--- config.mk ---
export PLATFORM = sky130hd
export DESIGN_NAME = softmax_seq_ctrl
export DESIGN_NICKNAME = d
export VERILOG_FILES = /design/src/rtl/softmax_seq_ctrl.sv
export SDC_FILE = /design/constraint.sdc
export NUM_CORES = 1
export LEC_CHECK = 0
export CAP_MARGIN = 20
export CORE_UTILIZATION = 45
export DETAILED_ROUTE_END_ITERATION = 16
export GPL_TIMING_DRIVEN = 0
export PLACE_DENSITY = 0.69
export SLEW_MARGIN = 20
export SYNTH_ARGS = -nofsm -noshare
export SYNTH_HDL_FRONTEND = slang
export SYNTH_SLANG_ARGS = --single-unit
--- constraint.sdc ---
create_clock -name clk -period 7.2 [get_ports clk]
set_input_delay 1.44 -clock clk [delete_from_list [all_inputs] [get_ports clk]]
set_output_delay 1.44 -clock clk [all_outputs]
set_load 0.05 [all_outputs]
--- src/rtl/softmax_seq_ctrl.sv ---
// rtl/softmax_seq_ctrl.sv - resource-shared softmax sequencer (exp, sum, invert, normalise)
// Optional output clamping and sticky sat_flag port: define SOFTMAX_SEQ_CTRL_SAT_EN.
module softmax_seq_ctrl #(
   parameter int N             = 10,
   parameter int WIDTH         = 16,
   parameter int NFRAC         = 10,
   parameter int MEM_WIDTH     = 10,
   parameter int MEM_NFRAC_EXP = 4,
   parameter int MEM_NFRAC_INV = 2,
   parameter int TABLE_WIDTH   = 18,
   parameter int TABLE_NFRAC   = 10
) (
   input  logic                        clk,
   input  logic                        reset,
   input  logic                        in_valid,
   output logic                        in_ready,
   input  logic [N-1:0][WIDTH-1:0]     data_in,
   output logic                        exp_rd_en,
   output logic [MEM_WIDTH-1:0]        exp_addr,
   input  logic [TABLE_WIDTH-1:0]      exp_data,
   output logic                        inv_rd_en,
   output logic [MEM_WIDTH-1:0]        inv_addr,
   input  logic [TABLE_WIDTH-1:0]      inv_data,
   output logic                        out_valid,
   input  logic                        out_ready,
   output logic [N-1:0][WIDTH-1:0]     data_out,
   output logic                        busy
`ifdef SOFTMAX_SEQ_CTRL_SAT_EN
   ,
   output logic                        sat_flag
`endif
);

   localparam int CW  = (N > 1) ? $clog2(N) : 1;
   localparam int PW  = 2 * TABLE_WIDTH;
   localparam int LSB = 2 * TABLE_NFRAC - NFRAC;
   localparam int ESH = NFRAC - MEM_NFRAC_EXP;
   localparam int ISH = TABLE_NFRAC - MEM_NFRAC_INV;
   localparam logic [PW-1:0]        INV_LIM = PW'(1) << (MEM_WIDTH - 1);
   localparam logic [MEM_WIDTH-1:0] INV_MAX = {1'b0, {(MEM_WIDTH-1){1'b1}}};
   localparam logic [CW-1:0]        CNT_LAST = CW'(N - 1);

   typedef enum logic [2:0] {
      S_IDLE, S_EXP, S_DRAIN, S_INV_REQ, S_INV_WAIT, S_NORM, S_DONE
   } state_t;

   state_t state, state_nxt;

   logic [CW-1:0]              cnt;
   logic [CW-1:0]              cnt_prev;
   logic                       cnt_last;
   logic                       accept;
   logic [N-1:0][WIDTH-1:0]    data_reg;
   logic [TABLE_WIDTH-1:0]     exp_reg [N];
   logic [PW-1:0]              sum;
   logic [TABLE_WIDTH-1:0]     inv_val;

   logic signed [WIDTH-1:0]    cur_x;
   logic signed [WIDTH-1:0]    cur_shift;
   logic [MEM_WIDTH-1:0]       exp_idx;
   logic [PW-1:0]              sum_shift;
   logic [MEM_WIDTH-1:0]       inv_idx;

   logic signed [TABLE_WIDTH:0]   exp_s;
   logic signed [TABLE_WIDTH-1:0] inv_s;
   logic signed [PW:0]            prod_full;
   logic [PW-1:0]                 prod;
   logic [WIDTH-1:0]              norm_word;
   logic                          norm_ovf;

   assign accept   = in_valid & in_ready;
   assign cnt_last = (cnt == CNT_LAST);
   assign cnt_prev = cnt - CW'(1);

   // Exp-table index: arithmetic shift down to the table resolution, wrap to the address width
   assign cur_x     = data_reg[cnt];
   assign cur_shift = cur_x >>> ESH;
   assign exp_idx   = cur_shift[MEM_WIDTH-1:0];

   // Invert-table index saturates at the top of the lower half of the table
   assign sum_shift = sum >> ISH;
   assign inv_idx   = (sum_shift >= INV_LIM) ? INV_MAX : sum_shift[MEM_WIDTH-1:0];

   // Shared multiplier: exp value carries an explicit zero sign bit
   assign exp_s     = {1'b0, exp_reg[cnt]};
   assign inv_s     = inv_val;
   assign prod_full = exp_s * inv_s;
   assign prod      = prod_full[PW-1:0];
   assign norm_ovf  = |prod[PW-1:LSB+WIDTH-1];

`ifdef SOFTMAX_SEQ_CTRL_SAT_EN
   assign norm_word = norm_ovf ? {1'b0, {(WIDTH-1){1'b1}}} : prod[LSB+WIDTH-1:LSB];
`else
   assign norm_word = prod[LSB+WIDTH-1:LSB];
`endif

   // State register
   always_ff @(posedge clk or negedge reset) begin
      if (!reset) state <= S_IDLE;
      else        state <= state_nxt;
   end

   // Next-state decode and per-state strobes
   always_comb begin
      state_nxt = state;
      in_ready  = 1'b0;
      out_valid = 1'b0;
      busy      = 1'b1;
      exp_rd_en = 1'b0;
      inv_rd_en = 1'b0;
      exp_addr  = '0;
      inv_addr  = '0;
      case (state)
         S_IDLE: begin
            in_ready = 1'b1;
            busy     = 1'b0;
            if (in_valid) state_nxt = S_EXP;
         end
         S_EXP: begin
            exp_rd_en = 1'b1;
            exp_addr  = exp_idx;
            if (cnt_last) state_nxt = S_DRAIN;
         end
         S_DRAIN:    state_nxt = S_INV_REQ;
         S_INV_REQ: begin
            inv_rd_en = 1'b1;
            inv_addr  = inv_idx;
            state_nxt = S_INV_WAIT;
         end
         S_INV_WAIT: state_nxt = S_NORM;
         S_NORM: begin
            if (cnt_last) state_nxt = S_DONE;
         end
         S_DONE: begin
            out_valid = 1'b1;
            if (out_ready) state_nxt = S_IDLE;
         end
         default:    state_nxt = S_IDLE;
      endcase
   end

   // Datapath: capture, exp accumulation, inverse capture, normalisation writes
   always_ff @(posedge clk or negedge reset) begin
      if (!reset) begin
         cnt      <= '0;
         data_reg <= '0;
         sum      <= '0;
         inv_val  <= '0;
         data_out <= '0;
         for (int i = 0; i < N; i++) exp_reg[i] <= '0;
      end else begin
         case (state)
            S_IDLE: begin
               if (accept) begin
                  data_reg <= data_in;
                  sum      <= '0;
                  cnt      <= '0;
               end
            end
            S_EXP: begin
               // ROM data arriving now belongs to the element requested last cycle
               if (cnt != '0) begin
                  exp_reg[cnt_prev] <= exp_data;
                  sum               <= sum + PW'(exp_data);
               end
               cnt <= cnt_last ? '0 : cnt + CW'(1);
            end
            S_DRAIN: begin
               exp_reg[N-1] <= exp_data;
               sum          <= sum + PW'(exp_data);
            end
            S_INV_WAIT: begin
               inv_val <= inv_data;
               cnt     <= '0;
            end
            S_NORM: begin
               data_out[cnt] <= norm_word;
               cnt           <= cnt_last ? '0 : cnt + CW'(1);
            end
            default: ;
         endcase
      end
   end

`ifdef SOFTMAX_SEQ_CTRL_SAT_EN
   // Sticky saturation flag, cleared when a new vector is accepted
   always_ff @(posedge clk or negedge reset) begin
      if (!reset)                           sat_flag <= 1'b0;
      else if (accept)                      sat_flag <= 1'b0;
      else if (state == S_NORM && norm_ovf) sat_flag <= 1'b1;
   end
`endif

endmodule
==> impl_metrics.json <==
{
  "status": "complete, but fails checks",
  "violations": "setup timing",
  "largest_reg_flops": 180,
  "cts_sinks": 501,
  "min_to": "data_reg[106]",
  "initial_core_util_pct": 45.4,
  "synth-edff-count": 0,
  "die_h_um": 265,
  "antenna_found_initial": 2,
  "clockRootBuffer": "clkbuf_16",
  "syn_area_um2": 31100,
  "maxCapViolCount": 0,
  "ys_types": 72,
  "drtAntennaViolNets": 0,
  "synth_xor_area_share_pct": 1.34,
  "period_minus_slack_ns": 7.66,
  "cts_inserted_buffers": 53,
  "drtIter0Drc": 1903,
  "drc": 0,
  "cp-end-kind": "flop",
  "dr.pass1.iters": 8,
  "hold_buffers": 0,
  "path_clk_slew_ns": 0.06,
  "pin_count": 385,
  "worst_slew_pin_slew_ns": 1.11,
  "worst-setup-path-type": "flop to flop",
  "ys_seq_elements": 501,
  "ff2ff_path_depth": 27,
  "vias_per_cell": 5.40,
  "gp_congestion": 0.894,
  "synth.area.mux_share_pct": 12.6,
  "timing.slew.headroom_pct": 26.0,
  "port_buffers": 323,
  "synth-simple-area-share_pct": 15.7,
  "fillCellCount": 5738,
  "r2r-end": "data_out[46]",
  "dpl.cell_count": 4301,
  "yosysSeqAreaShare_pct": 40.3,
  "path_max_fanout": 8,
  "hold_slack_ns": 0.471,
  "ys_warn_count": 0,
  "cts_tree": "done",
  "synth_top_family_by_area": "adder cells",
  "cts_buffer_depth": 3,
  "worst_slack_ns": -0.463,
  "r2r_setup_slack_ns": -0.46,
  "htreeDepth": 2,
  "async_flop_share_pct": 100,
  "fmax_mhz": 130,
  "syn-num-nets": 3550,
  "rows": 96,
  "holdPathStages": 2,
  "vias": 24100,
  "min_from": "data_reg[106]",
  "tns_ns": -25.35,
  "arrival_ns": 8.16,
  "worstSkewPairLatency_ns": 0.62,
  "dominantRegCellSynth": "dfrtp_1",
  "drive_above_1_share_pct": 17.1,
  "grt_pass1_vias": 24900,
  "synth_compound_area_share_pct": 6.99,
  "cp-start-kind": "flop",
  "required_ns": 7.70,
  "detail_route.wl_per_cell_um": 21.0,
  "syn_inst": 3038,
  "hold_viol": 0,
  "die-area_um2": 70300,
  "grt_pass1_wl_um": 147000,
  "area_growth_pct": 26.6,
  "min_path_type": "flop to flop",
  "dpl.hpwl_um": 67400,
  "period_share_pct": 106,
  "setup_viol": 90,
  "rsz0062_at_grt": "true",
  "wirelength_um": 94000,
  "final_cells": 4469,
  "synthAdderAreaFrac_pct": 17.7,
  "final_net_count": 4005,
  "core_region_area_um2": 68600,
  "rr_startpoint": "cnt[0]",
  "avgSynthCellArea_um2": 10.3,
  "grt_usage_pct": 27.1,
  "finClkSkew_ns": 0.0316,
  "drv_slew": 0,
  "die_w_um": 265,
  "grt_overflow": 0,
  "grt_max_degree": 96
}
==> worst max path at each step <==
stage,start,end,depth (start not counted)
floorplan,cnt[0],data_out[155],28
CTS,cnt[0],data_out[142],30
global placement,reset,inv_s[17],1
global route,cnt[1],data_out[142],33
detailed placement,cnt[1],data_out[15],27
finish,cnt[0],data_out[46],27
==> per-stage QoR <==
stage	worst slack (ns)	utilization, %	area, um2
2_1_floorplan	0.000735	-	31200
3_3_place_gp	-17.92	51.9	35600
3_5_place_dp	-2.62	52.3	35900
4_1_cts	-0.409	57.1	39200
5_1_grt	-0.654	57.5	39400
6_report	-0.463	57.5	39400
==> cell usage after synthesis, types with 27 or more instances <==
cell type / instances / area, um2
mux2_2: 226 / 2540
dfrtp_1: 501 / 12500
buf_1: 37 / 139
ha_1: 98 / 1230
o21ai_0: 138 / 691
fa_1: 214 / 4280
nor2_1: 59 / 221
nor2b_1: 33 / 206
inv_1: 271 / 1020
mux4_2: 44 / 991
a21oi_1: 86 / 430
clkbuf_1: 113 / 424
nand2_1: 699 / 2620
mux2i_1: 30 / 300
nand3_1: 27 / 135
and2_1: 143 / 895
==> layout make-up <==
cell class	count	area, um2	share of cell area [%]
well taps	931	1160	2.96
repair buffers	399	4060	10.3
diodes	1	2.50	0.00635
clock inverters	31	438	1.11
multi-input cells	2099	17700	45.0
inverters	273	1020	2.60
plain buffers	166	966	2.45
clock buffers	68	1500	3.81
flip-flops and latches	501	12500	31.8
==> repair_timing <==
action                     CTS  global route
gates cloned                 4             0
setup endpoints to repair  160           147
resized for setup          175            70
pin swaps                   36            28
buffers inserted            60            10
==> worst max-delay path: stages (launching register included) <==
cell     delay, ns
dfrtp_2       0.41
buf_12        0.13
buf_12        0.13
buf_12        0.14
buf_12        0.13
mux4_2        0.54
mux2i_4       0.23
o21ai_4       0.15
buf_4         0.19
buf_4         0.13
and2_1        0.16
fa_1          0.48
fa_1          0.60
fa_1          0.47
fa_1          0.54
fa_1          0.55
inv_1         0.06
fa_1          0.58
inv_1         0.09
ha_4          0.29
nand3_1       0.11
or2_2         0.34
o21ai_4       0.16
buf_12        0.15
a21oi_4       0.06
buf_12        0.16
xnor2_4       0.19
mux2_2        0.32
==> cell usage in the layout (no fill, tap or decap), types with 14 or more instances in the layout <==
cell type / synthesis / final
nand2_1: 699 / 692
dfrtp_1: 501 / 500
clkdlybuf4s50_1: 0 / 322
inv_1: 271 / 265
mux2_2: 226 / 214
fa_1: 214 / 209
and2_1: 143 / 140
o21ai_0: 138 / 120
clkbuf_1: 113 / 93
ha_1: 98 / 88
a21oi_1: 86 / 77
buf_4: 4 / 61
nor2_1: 59 / 56
clkbuf_16: 0 / 53
mux4_2: 44 / 44
nor2b_1: 33 / 33
buf_1: 37 / 31
o31ai_1: 26 / 26
nand3_1: 27 / 26
mux2i_1: 30 / 22
nand2b_1: 22 / 21
clkbuf_8: 0 / 20
a21o_1: 18 / 18
or3_1: 17 / 16
or4_1: 16 / 16
buf_12: 0 / 15
o21ai_1: 7 / 15
xnor2_1: 20 / 15
and3_1: 14 / 14
==> kinds of logic (layout without fill, tap and decap cells) <==
| kind of cell | after synthesis | after routing |
|---|---|---|
| mux | 303 | 303 |
| simple gates | 1080 | 1080 |
| fa+ha+maj | 312 | 312 |
| buf+inv | 441 | 937 |
| xor+xnor | 42 | 44 |
| compound gates | 358 | 359 |
| other cells | 1 | 2 |
| flops | 501 | 501 |
==> layer usage <==
metal	routed length, um	vias to the layer above	GRT usage [%]
met5	0	-	0
met4	3120	0	9.20
met3	5090	175	3.18
met2	46100	817	45.3
met1	39700	12300	36.8
li1	-	10900	-
Power is not shown: default switching activity piles up to over one toggle a cycle in this logic, so the estimate is an artifact.
